## src/rtl/tff_cnt_ctrl.sv

```systemverilog
// Up/down sequencer for a WIDTH-bit T-flip-flop counter bank: clear, run to limit, pause/resume/abort.
// Define TFF_CNT_AUTO_RELOAD_EN to restart from CLEAR on every terminal match instead of returning to IDLE.
module tff_cnt_ctrl #(
    parameter int WIDTH = 2
) (
    input  logic             clock,
    input  logic             reset,
    input  logic             start,
    input  logic             stop,
    input  logic             dir,
    input  logic [WIDTH-1:0] limit,
    input  logic [WIDTH-1:0] q,
    output logic [WIDTH-1:0] t,
    output logic             cnt_clr,
    output logic             busy,
    output logic             wrap,
    output logic             done
);

    typedef enum logic [1:0] {
        ST_IDLE,
        ST_CLEAR,
        ST_RUN,
        ST_PAUSE
    } state_t;

    state_t           state_q;
    logic             dir_q;
    logic [WIDTH-1:0] limit_q;
    logic             step_q;
    logic             cnt_clr_q;
    logic             done_q;

    logic [WIDTH-1:0] t_raw;
    logic             carry;
    logic             match;
    logic             issue;

    // Ripple-carry (up) or ripple-borrow (down) toggle pattern; bit 0 always toggles.
    always_comb begin
        t_raw = '0;
        carry = 1'b1;
        for (int i = 0; i < WIDTH; i++) begin
            t_raw[i] = carry;
            carry    = carry & (dir_q ? ~q[i] : q[i]);
        end
    end

    // The step flag keeps a zero limit from matching before the first toggle.
    assign match = (state_q == ST_RUN) && step_q && (q == limit_q);
    assign issue = (state_q == ST_RUN) && !match && !stop;

    assign t       = issue ? t_raw : '0;
    assign busy    = (state_q != ST_IDLE);
    assign wrap    = busy && (t == {WIDTH{1'b1}});
    assign cnt_clr = cnt_clr_q;
    assign done    = done_q;

    always_ff @(posedge clock) begin
        if (reset) begin
            state_q   <= ST_IDLE;
            dir_q     <= 1'b0;
            limit_q   <= '0;
            step_q    <= 1'b0;
            cnt_clr_q <= 1'b0;
            done_q    <= 1'b0;
        end else begin
            cnt_clr_q <= 1'b0;
            done_q    <= 1'b0;
            unique case (state_q)
                ST_IDLE: begin
                    if (start && !stop) begin
                        state_q   <= ST_CLEAR;
                        dir_q     <= dir;
                        limit_q   <= limit;
                        cnt_clr_q <= 1'b1;
                    end
                end
                ST_CLEAR: begin
                    step_q  <= 1'b0;
                    state_q <= stop ? ST_IDLE : ST_RUN;
                end
                ST_RUN: begin
                    if (match) begin
                        done_q <= 1'b1;
`ifdef TFF_CNT_AUTO_RELOAD_EN
                        state_q   <= ST_CLEAR;
                        cnt_clr_q <= 1'b1;
`else
                        state_q   <= ST_IDLE;
`endif
                    end else if (stop) begin
                        state_q <= ST_PAUSE;
                    end else begin
                        step_q <= 1'b1;
                    end
                end
                ST_PAUSE: begin
                    if (stop) begin
                        state_q <= ST_IDLE;
                    end else if (start) begin
                        state_q <= ST_RUN;
                    end
                end
                default: state_q <= ST_IDLE;
            endcase
        end
    end

endmodule

```

## config.mk

```make
export PLATFORM = sky130hd
export DESIGN_NAME = tff_cnt_ctrl
export DESIGN_NICKNAME = d
export VERILOG_FILES = /design/src/rtl/tff_cnt_ctrl.sv
export SDC_FILE = /design/constraint.sdc
export NUM_CORES = 1
export LEC_CHECK = 0
export CORE_UTILIZATION = 30
export CTS_CLUSTER_DIAMETER = 50
export DETAILED_ROUTE_END_ITERATION = 10
export DONT_BUFFER_PORTS = 1
export GPL_TIMING_DRIVEN = 0
export HOLD_SLACK_MARGIN = 0.03
export PLACE_DENSITY = 0.51
export SKIP_CTS_REPAIR_TIMING = 1
export SLEW_MARGIN = 20
export SYNTH_ARGS = -nofsm -noshare
export SYNTH_HDL_FRONTEND = slang
export SYNTH_SLANG_ARGS = --single-unit
```

## constraint.sdc

```tcl
create_clock -name clock -period 1.6 [get_ports clock]
set_input_delay 0.08 -clock clock [delete_from_list [all_inputs] [get_ports clock]]
set_output_delay 0.08 -clock clock [all_outputs]
set_load 0.02 [all_outputs]
```

Word-level counts from Yosys, hierarchy flattened

Index checks and enable logic that the tools add are counted.

Bits in registers: 8
Bits in latches: 0
Memory bits (writable): 0
Bits in read-only memories: 0
Input bits: 9
Output and inout port bits: 6
Logic and storage cells: 49
Memories kept: 0

$add $sub $neg: 0
Multiply operators: 0
Div/mod/pow operators: 0
Order comparisons: 0
Equal/unequal tests: 10
Shift-type cells: 0
Mux-type cells: 14
Bitwise operators: 3
Reduce and logical (&&, ||, !) cells: 16

Operators by type and width:

| operator                                                              | number |
|---|---|
| 2-bit two-way mux                                                     | 7 |
| 2-bit case mux with 4 select lines                                    | 1 |
| 2-bit equality test, second input constant                            | 3 |
| 1-bit logical AND                                                     | 6 |
| 2-bit inequality test, second input constant                          | 3 |
| 3-bit inequality test, second input constant                          | 2 |
| 3-bit AND reduction                                                   | 2 |
| 1-bit two-way mux                                                     | 5 |
| 2-bit nonzero test                                                    | 2 |
| 2-bit OR reduction                                                    | 2 |
| 1-bit NOT                                                             | 3 |
| 2-bit by 1-bit equality test with 1-bit output, second input constant | 1 |
| 2-bit equality test                                                   | 1 |
| 1-bit logical NOT                                                     | 2 |
| 2-bit logical NOT                                                     | 1 |
| 1-bit case mux with 2 select lines                                    | 1 |
| 2-bit AND reduction                                                   | 1 |

Longest topological paths before layout

Gate-level depths: netlist of run 1.

Word-level depth: 9
Gate-level depth with buffers: 4
Depth with buffers taken out: 3

Worst setup path before layout of run 1

Ideal clock, no wire load.

Kind: register to output
Start point: register limit_q[1]
End point: output port t[1]
Arrival time: 1.287 ns
Data required time: 1.520 ns
Setup slack: 0.233 ns
Cell stages (with the launch flop): 4
Buffers on the path: 0
Cell sequence: dfxtp_1 xor2_1 nor3_2 nor4_1

Word-level cells in the longest chain between the ends: 6

RTL lines:

| what                            | RTL line | source |
|---|---|---|
| start: declaration              | 29       | `logic [WIDTH-1:0] limit_q;` |
| start signal: assignment        | 75       | `limit_q <= limit;` |
| 2-bit equality test             | 50       | `assign match = (state_q == ST_RUN) && step_q && (q == limit_q);` |
| 1-bit logical AND               | 50       |  |
| 1-bit logical NOT               | 51       | `assign issue = (state_q == ST_RUN) && !match && !stop;` |
| 1-bit logical AND (2 in series) | 51       |  |
| 2-bit two-way mux               | 53       | `assign t = issue ? t_raw : '0;` |
| end: declaration                | 13       | `output logic [WIDTH-1:0] t,` |

Every way passes these cells.

Worst setup path in the final report of run 1

Start point: register limit_q[1]
End point: output port wrap

Word-level cells in the longest chain between the ends: 8

RTL lines:

| what                            | RTL line | source |
|---|---|---|
| 2-bit equality test             | 50       |  |
| 1-bit logical AND               | 50       |  |
| 1-bit logical NOT               | 51       |  |
| 1-bit logical AND (2 in series) | 51       |  |
| 2-bit two-way mux               | 53       |  |
| 2-bit equality test             | 55       | `assign wrap = busy && (t == {WIDTH{1'b1}});` |
| 1-bit logical AND               | 55       |  |
| end: declaration                | 16       | `output logic wrap,` |

Every way passes these cells.

==> results of run 1 <==
## final timing paths
kind                                           endpoint  slack, ps  depth (start not counted)
worst max-delay path                               wrap         60                          3
worst min-delay path            limit_q[1]$_SDFFE_PP0P_         -1                          2
worst max register to register  limit_q[1]$_SDFFE_PP0P_        380                          3
worst min register to register      step_q$_SDFFE_PP0P_        500                          2
## area by class of cell
type | instances | area (µm²)
flip-flops and latches | 8 | 161.4
multi-input cells | 28 | 256.5
repair buffers | 3 | 30.03
clock buffers | 3 | 22.52
plain buffers | 3 | 16.27
inverters | 1 | 3.754
well taps | 14 | 17.52
fillers | 117 | 678.2
## state kept, by name, indices dropped and copies added (netlist names)
register and cells:
cnt_clr 1, dir_q 1, done 1, limit_q 2, state_q 2, step_q 1
## power breakdown
part           internal (mW)  switching [mW]  total [mW]
logic                 0.0284          0.0320      0.0605
registers              0.208         0.00934       0.217
clock network         0.0863          0.0751       0.161
total                  0.323           0.116       0.439
## kinds of logic (layout without fill, tap and decap cells)
kind of cell	after synthesis	after routing	synth area share, %
AND/OR/NAND/NOR	18	18	34.56
flip-flops	8	8	39.14
AO/OA/AOI/OAI	4	4	7.645
buffers and inverters	4	10	4.891
XOR/XNOR	3	3	6.423
multiplexers	3	3	7.340
## through the flow
step / hold slack, ps / util, % / instances / setup WS (ps)
6_report: -1.301 / 42.83 / 60 / 56.61
5_1_grt: 30.26 / 42.83 / 60 / -43.62
4_1_cts: -25.70 / 37.87 / 57 / -208.5
3_5_place_dp: 237.5 / 35.97 / 54 / 70.22
3_3_place_gp: 233.2 / 35.97 / 54 / 132.1
2_1_floorplan: 227.2 / - / 40 / 233.1
## placed cells by master, fill, tap and decap left out, types with 2 or more instances in the layout
cell           count
o41ai_1            2
dfxtp_1            7
nor2_1             4
clkbuf_4           3
dlygate4sd3_1      3
xor2_1             2
mux2i_1            3
## layer usage
layer  vias up  routed length [µm]  track usage (%)  part of all wire, %
met5         -                   0                0                    0
met4         0                   0            5.172                    0
met3         0                  89            12.14                   11
met2        15                 411            22.08                   52
met1       140                 292            13.84                   37
li1        156                   -                -                    -
## worst reg2reg max path: cells and delay by family, from the launching register on
kind | cells | cell delay (ps)
simple gates | 2 | 470
mux | 1 | 240
flops | 1 | 380
==> summary.md, run 1 <==
| Metric | Value |
|---|---|
| DR vias/cell | `5.183` |
| Final ANT Viol Nets | `0` |
| TritonCTS clock tree | `built` |
| Buffers plus inverters on the worst setup path | `0` |
| Most frequent cell after synthesis | `dfxtp_1` |
| Post-Syn Nets | `49` |
| Synth warnings | `0` |
| WP data arrival | `1460 ps` |
| Post-synthesis sequential area ratio | `39.14%` |
| Crit-path max FO | `6` |
| CP max-delay cell | `nor4_2` |
| Nets | `57` |
| Crit path from | `limit_q[1]$_SDFFE_PP0P_` |
| Failing checks | `negative hold slack` |
| Port-buffer cells | `0` |
| FF-to-FF Start | `state_q[1]$_SDFFE_PP0P_` |
| Mapped Cells | `40` |
| Initial Utilization | `34.49%` |
| Fmax | `647.9 MHz` |
| Number of synthesized flops with an enable pin | `0` |
| Clock sinks | `8` |
| Setup violators final | `0` |
| Clock Latency Late Sink | `260 ps` |
| Synth async-reset ratio | `0%` |
| Synth cell count leaders | `8 x dfxtp_1, 4 x nor2_1, 3 x mux2i_1` |
| DR vias | `311` |
| TritonCTS buffer count | `3` |
| Core Region | `0.001186 mm²` |
| Vias in the first global route | `316` |
| RSZ-0062 raised after global routing | `yes` |
| Synth Cell Area | `409.1 µm²` |
| Worst hold path type | `input port to flop` |
| Area after DPL | `426.7 µm²` |
| Io pins | `15` |
| Drc violations | `0` |
| CP max stage delay | `530 ps` |
| Design Area, Final | `508.0 µm²` |
| DR pass1 iterations | `4` |
| Starting DRT DRC Count | `2` |
| Synth-to-Final Area Change | `24.16%` |
| Crit-path cells | `xor2_1 -> nor3_4 -> nor4_2` |
| Chip width | `38.93 µm` |
| Final wirelength | `792 µm` |
| Setup CP Type | `flop to primary output` |
| WHS | `-1.301 ps` |
| Final Hold Violating Endpoints | `1` |
| Worst path top cell family by delay | `simple AND/OR/NAND/NOR gates` |
| Yosys top cell by area | `dfxtp_1` |
| Die Ht | `38.93 µm` |
| Critical Path RT | `1520 ps` |
| Final Max Tran Viols | `0` |
| H-Tree Depth | `1` |
| Slew headroom | `63.31%` |
| Worst hold path startpoint | `limit[1]` |
| Full die area | `0.001516 mm²` |
| Tot Pwr | `0.4390 mW` |
| Remaining global-route overflow | `0` |
| Setup skew after layout | `7.787 ps` |
| Layout cell share with drive strength beyond 1 | `28.26%` |
| Leak | `0.1882 nW` |
| Worst slew pin tran | `545.8 ps` |
| Max clock buf depth | `2` |
| Period utilization | `96.46%` |
| Post-DR wirelength/cell | `13.20 µm` |
| Inserted Diodes | `0` |
| Clk root buf | `clkbuf_4` |
| Gr usage total | `14.32%` |
| Initial antenna violation count | `0` |
| Crit start category | `flop` |
| Maximum vdd ir drop | `0.3688 mV` |
| First-pass GRT wire length | `1373 µm` |
| Routability Congestion | `0.6437` |
| Power Density | `864.1 mW/mm²` |
| Pin count of the biggest net entering global routing | `11` |
| Netlist cell types | `25` |
| Main flop type after synthesis | `dfxtp_1` |
| Syn Area/Cell | `10.23 µm²` |
| # rows | `12` |
| Worst-path clk slew | `50 ps` |
| Status | `finished, violations left` |
| Ranking of synthesized cells by area | `dfxtp_1 39%, mux2i_1 7.3%, nor4b_4 5.8%, o41ai_1 4.3%, xor2_1 4.3%` |
| Kind of end point of the critical path | `primary output` |
| Period minus WS final | `1543 ps` |
| Post-DP HPWL | `608.3 µm` |
| Setup TNS Final | `0 ps` |
| Max Cap Viol | `0` |
| Flops & latches, synth | `8` |
| Top-area cell type share of the netlist area | `39.14%` |
Note: power is estimated with default switching activity, not from simulation.
==> run 2, diff against run 1 <==
Settings changed: GPL_TIMING_DRIVEN 0 to not set, REMOVE_ABC_BUFFERS set to 1.
==> run 2 against run 1 <==
The run now ends clean; sequential share of layout area shrank 1.3 points; clock power shrank 6%; clock-buffer cell count is the same; critical path type unchanged.
==> summary.md, run 2 (synthesis results as in run 1) <==
| Metric | Value |
|---|---|
| Reg power frac | `50.4%` |
| # rows | `12` |
| Crit-path cells | `xor2_1 -> nor3_4 -> nor4_1 -> buf_4` |
| Switching share of total power | `24.01%` |
| Leak | `0.2087 nW` |
| Drc violations | `0` |
| DR pass1 iterations | `2` |
| Routability Congestion | `0.7594` |
| Final ANT Viol Nets | `0` |
| # placed instances | `55` |
| Io pins | `15` |
| Flop-to-flop setup slack | `390 ps` |
| Crit-path max FO | `6` |
| Worst path top cell family by delay | `simple AND/OR/NAND/NOR gates` |
| Commonest cells after routing, fill and taps aside | `7 x dfxtp_1, 6 x dlygate4sd3_1, 4 x nor2_1, 4 x buf_4` |
| Post-DR wirelength/cell | `11.25 µm` |
| Clk root buf | `clkbuf_4` |
| Setup violators final | `0` |
| R2R Path End | `limit_q[1]$_SDFFE_PP0P_` |
| Die Ht | `38.93 µm` |
| Fin util | `44.73%` |
| Crit path depth | `4` |
| Worst setup path end | `wrap` |
| Initial antenna violation count | `0` |
| Max Cap Viol | `0` |
| Nets | `61` |
| Status | `completed` |
| Core Region | `0.001186 mm²` |
| Period minus WS final | `1499 ps` |
| Clk pwr share | `35.2%` |
| Pint | `0.3277 mW` |
| Area after DPL | `440.4 µm²` |
| Worst-path clk slew | `50 ps` |
| Chip width | `38.93 µm` |
| Largest registers | `limit_q (2), state_q (2)` |
| CP max stage delay | `340 ps` |
| Final Max Tran Viols | `0` |
| WHS | `41.45 ps` |
| Setup CP Type | `flop to primary output` |
| Critical Path RT | `1520 ps` |
| Remaining global-route overflow | `0` |
| Full die area | `0.001516 mm²` |
| FF-to-FF Start | `state_q[1]$_SDFFE_PP0P_` |
| Kind of end point of the critical path | `primary output` |
| Buffers plus inverters on the worst setup path | `1` |
| Synth-to-Final Area Change | `29.66%` |
| Switching pwr | `0.1035 mW` |
| Max clock buf depth | `2` |
| R2R cell count | `3` |
| DR vias | `311` |
| Layout cell share with drive strength beyond 1 | `26.00%` |
| TritonCTS buffer count | `3` |
| Initial Utilization | `34.49%` |
| CP max-delay cell | `dfxtp_1` |
| Comb pwr share | `14.4%` |
| Worst hold path type | `input port to flop` |
| Slew headroom | `72.69%` |
| First-pass GRT wire length | `1076 µm` |
| DR vias/cell | `4.859` |
| Pin count of the biggest net entering global routing | `11` |
| Vias in the first global route | `243` |
| Worst slew pin tran | `407.9 ps` |
| Maximum vdd ir drop | `0.4150 mV` |
| TritonCTS clock tree | `built` |
| Setup skew after layout | `2.411 ps` |
| H-Tree Depth | `1` |
| Commonest non-fill, non-tap cell in the layout | `dfxtp_1` |
| Starting DRT DRC Count | `1` |
| Final Hold Violating Endpoints | `0` |
| Fmax | `667.2 MHz` |
| Clock Latency Late Sink | `250 ps` |
| Crit start category | `flop` |
| Clock sinks | `8` |
| Setup TNS Final | `0 ps` |
| Non-Filler Instances | `64` |
| Power Density | `812.9 mW/mm²` |
| WP data arrival | `1420 ps` |
| Port-buffer cells | `0` |
| Period utilization | `93.67%` |
| Design Area, Final | `530.5 µm²` |
| Crit path from | `limit_q[1]$_SDFFE_PP0P_` |
| Final wirelength | `720 µm` |
| Gr usage total | `11.38%` |
| Inserted Diodes | `0` |
## run 2: changes by cell type in the layout (fill, tap and decap cells not counted), sizes merged
cell | previous run | this run
buf | 3 | 4
dlygate4sd3 | 3 | 6
## run 2: layer usage
metal  vias to the layer above  GRT usage, %  part of all wire (%)
met4                         0         5.172                     0
met3                         0         10.40                    11
met5                         -             0                     0
met1                       138         12.59                    42
li1                        162             -                     -
met2                        11         14.58                    48
## run 2: worst register-to-register path: stages (launching register included)
cell and delay (ps):
dfxtp_2 370, nor4b_4 440, mux2i_1 230, nor2_1 50
## run 2: layout make-up
type / count / area, µm²
clock buffer: 3 / 22.52
inverter: 1 / 3.754
timing repair buffer: 10 / 90.09
fill: 114 / 655.6
sequential: 8 / 161.4
multi-input combinational: 28 / 235.2
tap: 14 / 17.52
## run 2: worst min-delay path by stage
| stage | from | to | slack, ps | depth (start not counted) |
|---|---|---|---|---|
| 2_1_floorplan | reset | done$_SDFF_PP0_ | 150 | 1 |
| 3_3_place_gp | reset | done$_SDFF_PP0_ | 150 | 1 |
| 3_5_place_dp | reset | done$_SDFF_PP0_ | 150 | 1 |
| 4_1_cts | reset | done$_SDFF_PP0_ | -110 | 1 |
| 5_1_grt | stop | cnt_clr$_SDFF_PP0_ | 50 | 2 |
| 6_report | stop | cnt_clr$_SDFF_PP0_ | 40 | 2 |
## run 2: power by group through the flow
stage | logic (mW) | registers [mW] | clock network (mW)
floorplan | 0.0357 | 0.222 | 0
global placement | 0.0458 | 0.221 | 0
detailed placement | 0.0460 | 0.221 | 0
CTS | 0.0461 | 0.217 | 0.157
global route | 0.0683 | 0.218 | 0.166
finish | 0.0623 | 0.217 | 0.152
## run 2: per-stage QoR
| stage | power [mW] | worst slack [ps] |
|---|---|---|
| detailed placement | 0.2672 | 275.6 |
| global route | 0.4530 | -14.73 |
| floorplan | 0.2578 | 233.1 |
| finish | 0.4312 | 101.3 |
| global placement | 0.2666 | 266.5 |
| CTS | 0.4205 | -12.34 |
==> run 3, diff against run 2 <==
Settings changed: CORE_UTILIZATION 30 to 25, PLACE_DENSITY 0.51 to 0.45, SETUP_SLACK_MARGIN set to 0.05.
==> run 3 against run 2 <==
Worst hold slack better by 26 ps; cell area is 4.5% higher; highest routed layer is now met4; via count is 8.0% higher.
==> summary.md, run 3 (synthesis results as in run 1) <==
| Metric | Value |
|---|---|
| Status | `completed` |
| Reg area | `162.7 µm²` |
| Multi-input logic area | `262.8 µm²` |
| Setup Slack @ Placement | `252.7 ps` |
| Initial antenna violation count | `0` |
| Inserted Diodes | `0` |
| Kind of end point of the critical path | `primary output` |
| Vias in the first global route | `302` |
| Core Region | `0.001524 mm²` |
| Fin util | `36.37%` |
| Clock sinks | `8` |
| Design Area, Final | `554.3 µm²` |
| # rows | `14` |
| Nets | `60` |
| Final Hold Violating Endpoints | `0` |
| Tot Pwr | `0.4458 mW` |
| Setup CP Type | `flop to primary output` |
| Full die area | `0.001802 mm²` |
| TritonCTS clock tree | `built` |
| Period minus WS final | `1459 ps` |
| Port-buffer cells | `0` |
| Pin count of the biggest net entering global routing | `13` |
| Crit-path max FO | `6` |
| H-Tree Depth | `1` |
| Crit start category | `flop` |
| Initial Utilization | `26.85%` |
| Worst hold path type | `input port to flop` |
| Commonest cells after routing, fill and taps aside | `6 x dfxtp_1, 6 x dlygate4sd3_1, 4 x nor2_1` |
| # placed instances | `56` |
| Non-Filler Instances | `65` |
| WHS | `67.59 ps` |
| Largest registers | `limit_q (2), state_q (2)` |
| Routability Congestion | `0.6128` |
| Max Cap Viol | `0` |
| Critical Path RT | `1520 ps` |
| Starting DRT DRC Count | `4` |
| Die Ht | `42.46 µm` |
| Layout cell share with drive strength beyond 1 | `34.69%` |
| Final Max Tran Viols | `0` |
| Worst slew pin tran | `485.5 ps` |
| Leak | `0.2052 nW` |
| DR vias/cell | `5.169` |
| Drc violations | `0` |
| FILL cells | `158` |
| Period utilization | `91.20%` |
| Fmax | `685.3 MHz` |
| RSZ-0062 raised after global routing | `no` |
| TritonCTS buffer count | `3` |
| Area after DPL | `435.4 µm²` |
| Final wirelength | `898 µm` |
| Gr usage total | `10.88%` |
| WP data arrival | `1380 ps` |
| Final ANT Viol Nets | `0` |
| Setup violators final | `0` |
| Worst setup margin | `140.8 ps` |
| Post-DR wirelength/cell | `13.82 µm` |
| Setup TNS Final | `0 ps` |
| Max clock buf depth | `2` |
| Clock Latency Late Sink | `260 ps` |
| Io pins | `15` |
| Clk root buf | `clkbuf_4` |
| Maximum vdd ir drop | `0.4289 mV` |
| Remaining global-route overflow | `0` |
| Setup skew after layout | `4.111 ps` |
| DR pass1 iterations | `5` |
| Chip width | `42.46 µm` |
| Worst-path clk slew | `60 ps` |
| DR vias | `336` |
| Slew headroom | `67.59%` |
| Synth-to-Final Area Change | `35.47%` |
| First-pass GRT wire length | `1373 µm` |
| Power Density | `804.2 mW/mm²` |
==> run 3: cell types whose count changed in the layout (fill, tap and decap cells not counted) <==
cell,change
buf_4,-1
xor2_1,-2
xor2_2,+2
dfxtp_2,+1
dfxtp_1,-1
nor4_2,+2
nor4_1,-2
==> run 3: worst max-delay path, stage by stage (launching register included) <==
cell	delay, ps
dfxtp_1	340
xor2_2	200
nor3_4	320
nor4_2	90
buf_4	180
==> run 3: final timing paths <==
| kind | from | end | slack [ps] | cells after the start |
|---|---|---|---|---|
| worst max-delay path | limit_q[1]$_SDFFE_PP0P_ | wrap | 140 | 4 |
| worst min-delay path | stop | state_q[0]$_SDFFE_PP0P_ | 70 | 2 |
| worst max register to register | state_q[0]$_SDFFE_PP0P_ | dir_q$_SDFFE_PP0P_ | 250 | 3 |
| worst min register to register | step_q$_SDFFE_PP0P_ | step_q$_SDFFE_PP0P_ | 500 | 2 |
==> run 3: area by class of cell <==
cell class                 instances  share of cell area [%]
sequential                         8                   29.35
inverter                           1                  0.6772
multi-input combinational         28                   47.40
tap                               16                   3.612
clock buffer                       3                   4.063
timing repair buffer               9                   14.90
==> run 3: layer usage <==
metal	vias up	GRT usage, %	routed length [µm]
li1	161	-	-
met1	160	11.20	397
met2	11	15.69	401
met3	4	6.034	74
met4	0	9.375	25
met5	-	0	0
==> run 3: power by group <==
part | internal, mW | total [mW] | leakage (nW) | switching, mW
combinational | 0.0342 | 0.0626 | 0.125 | 0.0284
sequential | 0.208 | 0.222 | 0.0660 | 0.0143
clock | 0.0863 | 0.161 | 0.0138 | 0.0746
